<file path="config.mk">
export PLATFORM = sky130hd
export DESIGN_NAME = sssp_phase_ctrl
export DESIGN_NICKNAME = d
export VERILOG_FILES = /design/src/rtl/sssp_phase_ctrl.sv
export SDC_FILE = /design/constraint.sdc
export NUM_CORES = 2
export LEC_CHECK = 0
export CAP_MARGIN = 0
export CELL_PAD_IN_SITES_DETAIL_PLACEMENT = 0
export CELL_PAD_IN_SITES_GLOBAL_PLACEMENT = 2
export CORE_AREA = 2 2 495 497
export DETAILED_ROUTE_END_ITERATION = 8
export DIE_AREA = 0 0 497 499
export HOLD_SLACK_MARGIN = 0.02
export PLACE_DENSITY_LB_ADDON = 0.1
export SYNTH_ARGS = -nofsm -noshare
export SYNTH_HDL_FRONTEND = slang
export SYNTH_SLANG_ARGS = --single-unit
</file>
<file path="constraint.sdc">
create_clock -name clk -period 8 [get_ports clk]
set_input_delay 1.2 -clock clk [delete_from_list [all_inputs] [get_ports clk]]
set_output_delay 1.2 -clock clk [all_outputs]
set_load 0.005 [all_outputs]
</file>
<file path="src/rtl/sssp_phase_ctrl.sv">
// Phase sequencer for the SSSP pipeline array: per level and per vertex interval it
// loads the vertex lines, streams the edge lines, drains the pipelines, then decides on the next level.
module sssp_phase_ctrl #(
  parameter int ADDR_W = 8,
  parameter int N_PIPE = 4
) (
  input  logic              clk,
  input  logic              rst_n,
  input  logic              start,
  input  logic [15:0]       num_ivl,
  input  logic [15:0]       max_level,
  input  logic [31:0]       vtx_base,
  output logic [15:0]       ivl_idx,
  input  logic [31:0]       ivl_edge_base,
  input  logic [31:0]       ivl_edge_lines,
  output logic              rd_req_valid,
  output logic [31:0]       rd_req_addr,
  input  logic              rd_req_ready,
  input  logic              rd_rsp_valid,
  input  logic [511:0]      rd_rsp_data,
  output logic              rd_rsp_ready,
  input  logic              upd_ready,
  output logic [511:0]      word_in,
  output logic              word_in_valid,
  output logic [31:0]       w_addr,
  output logic [1:0]        control,
  output logic              last_input,
  output logic [15:0]       current_level,
  input  logic [N_PIPE-1:0] pipe_last,
  input  logic [N_PIPE-1:0] pipe_valid,
  output logic              busy,
  output logic              done,
  output logic [15:0]       levels_run
);

  typedef enum logic [2:0] {
    S_IDLE, S_LSTART, S_LOOKUP, S_VLOAD, S_EDGE, S_DRAIN, S_NEXT, S_DONE
  } state_t;

  localparam logic [31:0] VLINES = 32'(1) << ADDR_W;

  state_t            state_q, state_d;
  logic [15:0]       level_q, level_d;
  logic [15:0]       ivl_q, ivl_d;
  logic [15:0]       cur_lvl_q, cur_lvl_d;
  logic              upd_any_q, upd_any_d;
  logic [N_PIPE-1:0] last_seen_q, last_seen_d;
  logic [31:0]       req_cnt_q, req_cnt_d;
  logic [31:0]       rsp_cnt_q, rsp_cnt_d;
  logic [31:0]       ebase_q, ebase_d;
  logic [31:0]       elines_q, elines_d;
  logic [511:0]      word_q, word_d;
  logic              wvld_q, wvld_d;
  logic [1:0]        ctl_q, ctl_d;
  logic              last_q, last_d;
  logic [31:0]       waddr_q, waddr_d;

  logic        in_xfer;
  logic [31:0] ivl_off;
  logic [31:0] vbase;
  logic [31:0] phase_lines;
  logic [31:0] phase_base;
  logic        req_fire;
  logic        rsp_fire;
  logic        rsp_final;
  logic        upd_now;

  // Interval offset is formed in 32 bits so the vertex address wraps modulo 2^32.
  assign ivl_off     = {16'h0, ivl_q} << ADDR_W;
  assign vbase       = vtx_base + ivl_off;
  assign in_xfer     = (state_q == S_VLOAD) || (state_q == S_EDGE);
  assign phase_lines = (state_q == S_VLOAD) ? VLINES : elines_q;
  assign phase_base  = (state_q == S_VLOAD) ? vbase : ebase_q;

  assign rd_req_valid = in_xfer && (req_cnt_q < phase_lines);
  assign rd_req_addr  = in_xfer ? (phase_base + req_cnt_q) : 32'h0;
  assign rd_rsp_ready = in_xfer && upd_ready;
  assign req_fire     = rd_req_valid && rd_req_ready;
  assign rsp_fire     = rd_rsp_valid && rd_rsp_ready;
  assign rsp_final    = rsp_fire && (rsp_cnt_q == phase_lines - 32'd1);
  assign upd_now      = |pipe_valid;

  assign ivl_idx       = ivl_q;
  assign word_in       = word_q;
  assign word_in_valid = wvld_q;
  assign w_addr        = waddr_q;
  assign control       = ctl_q;
  assign last_input    = last_q;
  assign current_level = cur_lvl_q;
  assign busy          = (state_q != S_IDLE);
  assign done          = (state_q == S_DONE);
  assign levels_run    = (state_q == S_DONE) ? (level_q + 16'd1) : 16'h0;

  always_comb begin
    state_d     = state_q;
    level_d     = level_q;
    ivl_d       = ivl_q;
    cur_lvl_d   = cur_lvl_q;
    upd_any_d   = upd_any_q;
    last_seen_d = last_seen_q;
    req_cnt_d   = req_cnt_q;
    rsp_cnt_d   = rsp_cnt_q;
    ebase_d     = ebase_q;
    elines_d    = elines_q;

    if (state_q != S_IDLE) upd_any_d = upd_any_q | upd_now;
    if (req_fire) req_cnt_d = req_cnt_q + 32'd1;
    if (rsp_fire) rsp_cnt_d = rsp_cnt_q + 32'd1;

    // Forward path: the line, its phase tag and addressing leave one cycle after the handshake.
    wvld_d  = rsp_fire;
    word_d  = rsp_fire ? rd_rsp_data : word_q;
    waddr_d = (rsp_fire && state_q == S_VLOAD) ? (vbase + rsp_cnt_q) : 32'h0;
    last_d  = rsp_final && (state_q == S_EDGE);
    case (state_q)
      S_VLOAD:         ctl_d = 2'd1;
      S_EDGE, S_DRAIN: ctl_d = 2'd2;
      default:         ctl_d = 2'd0;
    endcase

    case (state_q)
      S_IDLE: begin
        if (start) begin
          level_d = 16'h0;
          ivl_d   = 16'h0;
          state_d = S_LSTART;
        end
      end
      S_LSTART: begin
        cur_lvl_d   = level_q;
        upd_any_d   = 1'b0;
        ivl_d       = 16'h0;
        last_seen_d = '0;
        state_d     = (num_ivl == 16'h0) ? S_DONE : S_LOOKUP;
      end
      S_LOOKUP: begin
        req_cnt_d = 32'h0;
        rsp_cnt_d = 32'h0;
        state_d   = S_VLOAD;
      end
      S_VLOAD: begin
        // The edge table entry has been stable for the whole load, so latch it here.
        if (rsp_final) begin
          ebase_d     = ivl_edge_base;
          elines_d    = ivl_edge_lines;
          req_cnt_d   = 32'h0;
          rsp_cnt_d   = 32'h0;
          last_seen_d = '0;
          state_d     = (ivl_edge_lines == 32'h0) ? S_NEXT : S_EDGE;
        end
      end
      S_EDGE: begin
        if (rsp_final) state_d = S_DRAIN;
      end
      S_DRAIN: begin
        last_seen_d = last_seen_q | pipe_last;
        if (&(last_seen_q | pipe_last)) begin
          last_seen_d = '0;
          state_d     = S_NEXT;
        end
      end
      S_NEXT: begin
        if ((17'(ivl_q) + 17'd1) < 17'(num_ivl)) begin
          ivl_d   = ivl_q + 16'd1;
          state_d = S_LOOKUP;
        end else if (!(upd_any_q || upd_now) || (level_q == max_level)) begin
          state_d = S_DONE;
        end else begin
          level_d = level_q + 16'd1;
          state_d = S_LSTART;
        end
      end
      S_DONE:  state_d = S_IDLE;
      default: state_d = S_IDLE;
    endcase
  end

  always_ff @(posedge clk) begin
    if (!rst_n) begin
      state_q     <= S_IDLE;
      level_q     <= 16'h0;
      ivl_q       <= 16'h0;
      cur_lvl_q   <= 16'h0;
      upd_any_q   <= 1'b0;
      last_seen_q <= '0;
      req_cnt_q   <= 32'h0;
      rsp_cnt_q   <= 32'h0;
      ebase_q     <= 32'h0;
      elines_q    <= 32'h0;
      word_q      <= '0;
      wvld_q      <= 1'b0;
      ctl_q       <= 2'd0;
      last_q      <= 1'b0;
      waddr_q     <= 32'h0;
    end else begin
      state_q     <= state_d;
      level_q     <= level_d;
      ivl_q       <= ivl_d;
      cur_lvl_q   <= cur_lvl_d;
      upd_any_q   <= upd_any_d;
      last_seen_q <= last_seen_d;
      req_cnt_q   <= req_cnt_d;
      rsp_cnt_q   <= rsp_cnt_d;
      ebase_q     <= ebase_d;
      elines_q    <= elines_d;
      word_q      <= word_d;
      wvld_q      <= wvld_d;
      ctl_q       <= ctl_d;
      last_q      <= last_d;
      waddr_q     <= waddr_d;
    end
  end

endmodule

</file>
==> results.md <==
- Num CTS Buffers: around 110
- Top Ports: about 1300
- Finished Layout Cells: ~8900
- Post-synth EDFFs: 0
- Most frequent cell after synthesis: nand2_1
- Hold depth: 2
- Clock Pin Slew Worst Setup and Hold Paths: about 0.060 ns
- Fin. Hold Viols: 0
- Core outline area: roughly 240000 um2
- Post-detail-place hpwl: between 200 and 250 mm
- RSZ-0062 raised after global routing: no
- Clk buf depth: 3
- WHS Endpoint: word_in[224]$_SDFFE_PN0P_
- Ranking of synthesized cells by area: dfxtp_1, nand2_1, a21oi_1
- Drt pass-1 iters: 5
- Sequential area share after synthesis: between 40% and 50%
- Via count: around 37000
- Largest net degree at the start of global routing: around 180
- Number of max-cap violations: 0
- Flip-flop and latch count after synthesis: 732
- GRT Total Usage: around a fifth
- R2R setup slack: between 1.5 and 2 ns
- CP Max Fanout: 3
- RR Startpoint: state_q[0]$_SDFFE_PN0P_
- CP top delay family: compound AO/OA/AOI/OAI gates
- Initial antenna violation count: roughly 170
- Syn_nets: 5176
- R2R Path End: req_cnt_q[20]$_SDFF_PN0_
- Die X: 497 um
- Hold_sp: word_in[224]$_SDFFE_PN0P_
- # DRC: 0
- Routed wire length: 266 mm
- Final setup skew: ~0.03 ns
- Synth Flop Type: dfxtp_1
- Post-route minimum period: 7.69 ns
- Max-slew violations: 0
- Worst-Skew Late Latency: between 0.7 and 0.8 ns
- Distinct cells, synth: between 70 and 80
- Cells after DPL: a little under 9000
- Vias in the first global route: between 30000 and 40000
- Crit path DAT: 6.49 ns
- # fillers: roughly 27000
- Endpoint class of the critical path: output pin
- CTS tree: yes
- Layout cell share with drive strength beyond 1: 5.99%
- Ys async rst share: 0%
- Starting DRT DRC Count: between 1500 and 2000
- Wire length per cell: ~30 um
- Top post-synthesis cells by count: nand2_1, dfxtp_1, a21oi_1, clkbuf_1, nor2_1
- Initial Util: between 10% and 20%
- First-pass GRT wire length: around 350 mm
- HP Class: flip-flop to flip-flop
- Yosys top cell area share: about 43%
- Final setup violation count: 0
- Final period util: 96.1%
- Synth Area per Inst: between 7 and 8 um2
- Max VDD drop: around 0.14 mV
- Synth area leader: dfxtp_1
- Syn Inst Count: about 4400
- Critical Path RT: 6.80 ns
- R2r worst-path depth: 14
- CP Class: primary input to output pin
- Design Area, Final: 54500 um2
- Setup repair bufs after CTS: 0
- Status: finished, final reports clean
- Worst hold slack: roughly 0.45 ns
- P&R area growth vs syn: 60.0%
- Clock root cell: clkbuf_16
- Critical path buffers and inverters: 6
- Placed Area: 50800 um2
- Setup TNS: 0 ns
- Crit path largest cell delay: 0.51 ns
- Worst-Margin Slew: between 1 and 1.5 ns
- Total grt overflow: 0
- Crit-path slowest cell: clkdlybuf4s50_1
- Area of the die: 248000 um2
- PwrDens: 192 nW/um2
- Sink Count: around 730
- Rel. slew slack: between 20% and 30%
- Num rows: 181
- ANT nets after route: 0
- DIE HEIGHT: approximately 500 um
- # port buffers: ~1300
- Final nets: between 6000 and 7000
- Vias per cell: between 4 and 5
- GP Congestion: slightly above 0.8
- H-tree levels: 3
- Startpoint Class: primary input
- Ys Warns: 0
- Max Freq: between 0.1 and 0.15 GHz
- Worst Setup SP: vtx_base[8]
- Leakage: between 0.015 and 0.02 uW
- Mapped Area: 34100 um2
==> sequential cells by signal, indices dropped and copies added, names as in the netlist <==
signal         cells
word_in          512
ebase_q           32
elines_q          32
req_cnt_q         32
rsp_cnt_q         32
w_addr            32
current_level     16
ivl_idx           16
level_q           16
last_seen_q        4
state_q            3
control            2
last_input         1
upd_any_q          1
word_in_valid      1
==> how the worst max path moves through the flow <==
stage,endpoint,cells past startpoint
final,rd_req_addr[29],27
after global routing,rd_req_addr[29],27
after CTS,rd_req_addr[31],26
after detailed placement,rd_req_addr[31],26
after global placement,rd_req_addr[31],26
after floorplan,rd_req_addr[31],22
==> cells in the final DEF, fill, tap and decap left out, types with 49 or more instances in the layout <==
cell,count
a21o_1,49
a21oi_1,613
buf_4,106
clkbuf_16,105
clkdlybuf4s50_1,1284
dfxtp_1,732
ha_1,128
inv_1,65
mux2i_1,75
nand2_1,1264
nand3_1,63
nor2_1,238
nor3_1,132
o21ai_0,71
xnor2_1,114
xor2_1,78
==> report_power, final <==
group | internal, uW | switching [uW]
Clock | 2900 | 2080
Combinational | 701 | 945
Sequential | 3770 | 84.0
==> final cells by class <==
cell class / count / area [um2] / share of cell area, %
inverters: 66 / 255 / 0.468
repair buffers: 1399 / 13800 / 25.3
clock inverters: 27 / 375 / 0.689
flip-flops and latches: 732 / 14700 / 26.9
well taps: 3202 / 4010 / 7.35
multi-input cells: 3302 / 18100 / 33.3
clock buffers: 167 / 3200 / 5.87
diodes: 28 / 70.1 / 0.129
==> stage by stage <==
stage | total power, uW | utilization [%] | setup WS [ns]
6_report | 10500 | 22.5 | 0.315
3_5_place_dp | 5620 | 20.9 | -0.208
4_1_cts | 10700 | 22.4 | 0.0318
5_1_grt | 11000 | 22.4 | 0.00328
3_3_place_gp | 5620 | 20.9 | -0.240
2_1_floorplan | 4530 | - | 1.56
==> tightest hold or removal path: stages (launching register included) <==
cell and delay [ns]:
dfxtp_1 0.30, nand2_1 0.05, a21oi_1 0.05
==> cells by family after synthesis <==
kind of cell | after synthesis | synth area share (%)
AND/OR/NAND/NOR | 1939 | 24.2
AO/OA/AOI/OAI | 950 | 16.2
flip-flops | 732 | 43.0
buffers and inverters | 356 | 4.08
XOR/XNOR | 193 | 5.01
adder cells (fa/ha/maj) | 132 | 4.92
multiplexers | 88 | 2.63
==> layer usage <==
metal  part of all wire [%]  global-route usage, %
met5                   0.30                      0
met3                    8.7                   7.90
met2                     50                   36.8
met1                     39                   23.2
met4                    2.0                   4.11
==> what timing repair did <==
action / 4_1_cts / 5_1_grt
gates resized for setup: 5 / 11
pin swaps: 0 / 9
hold buffers: 0 / 0
endpoints found under the setup margin: 3 / 8
No activity file was read; power rests on OpenSTA's default activity.
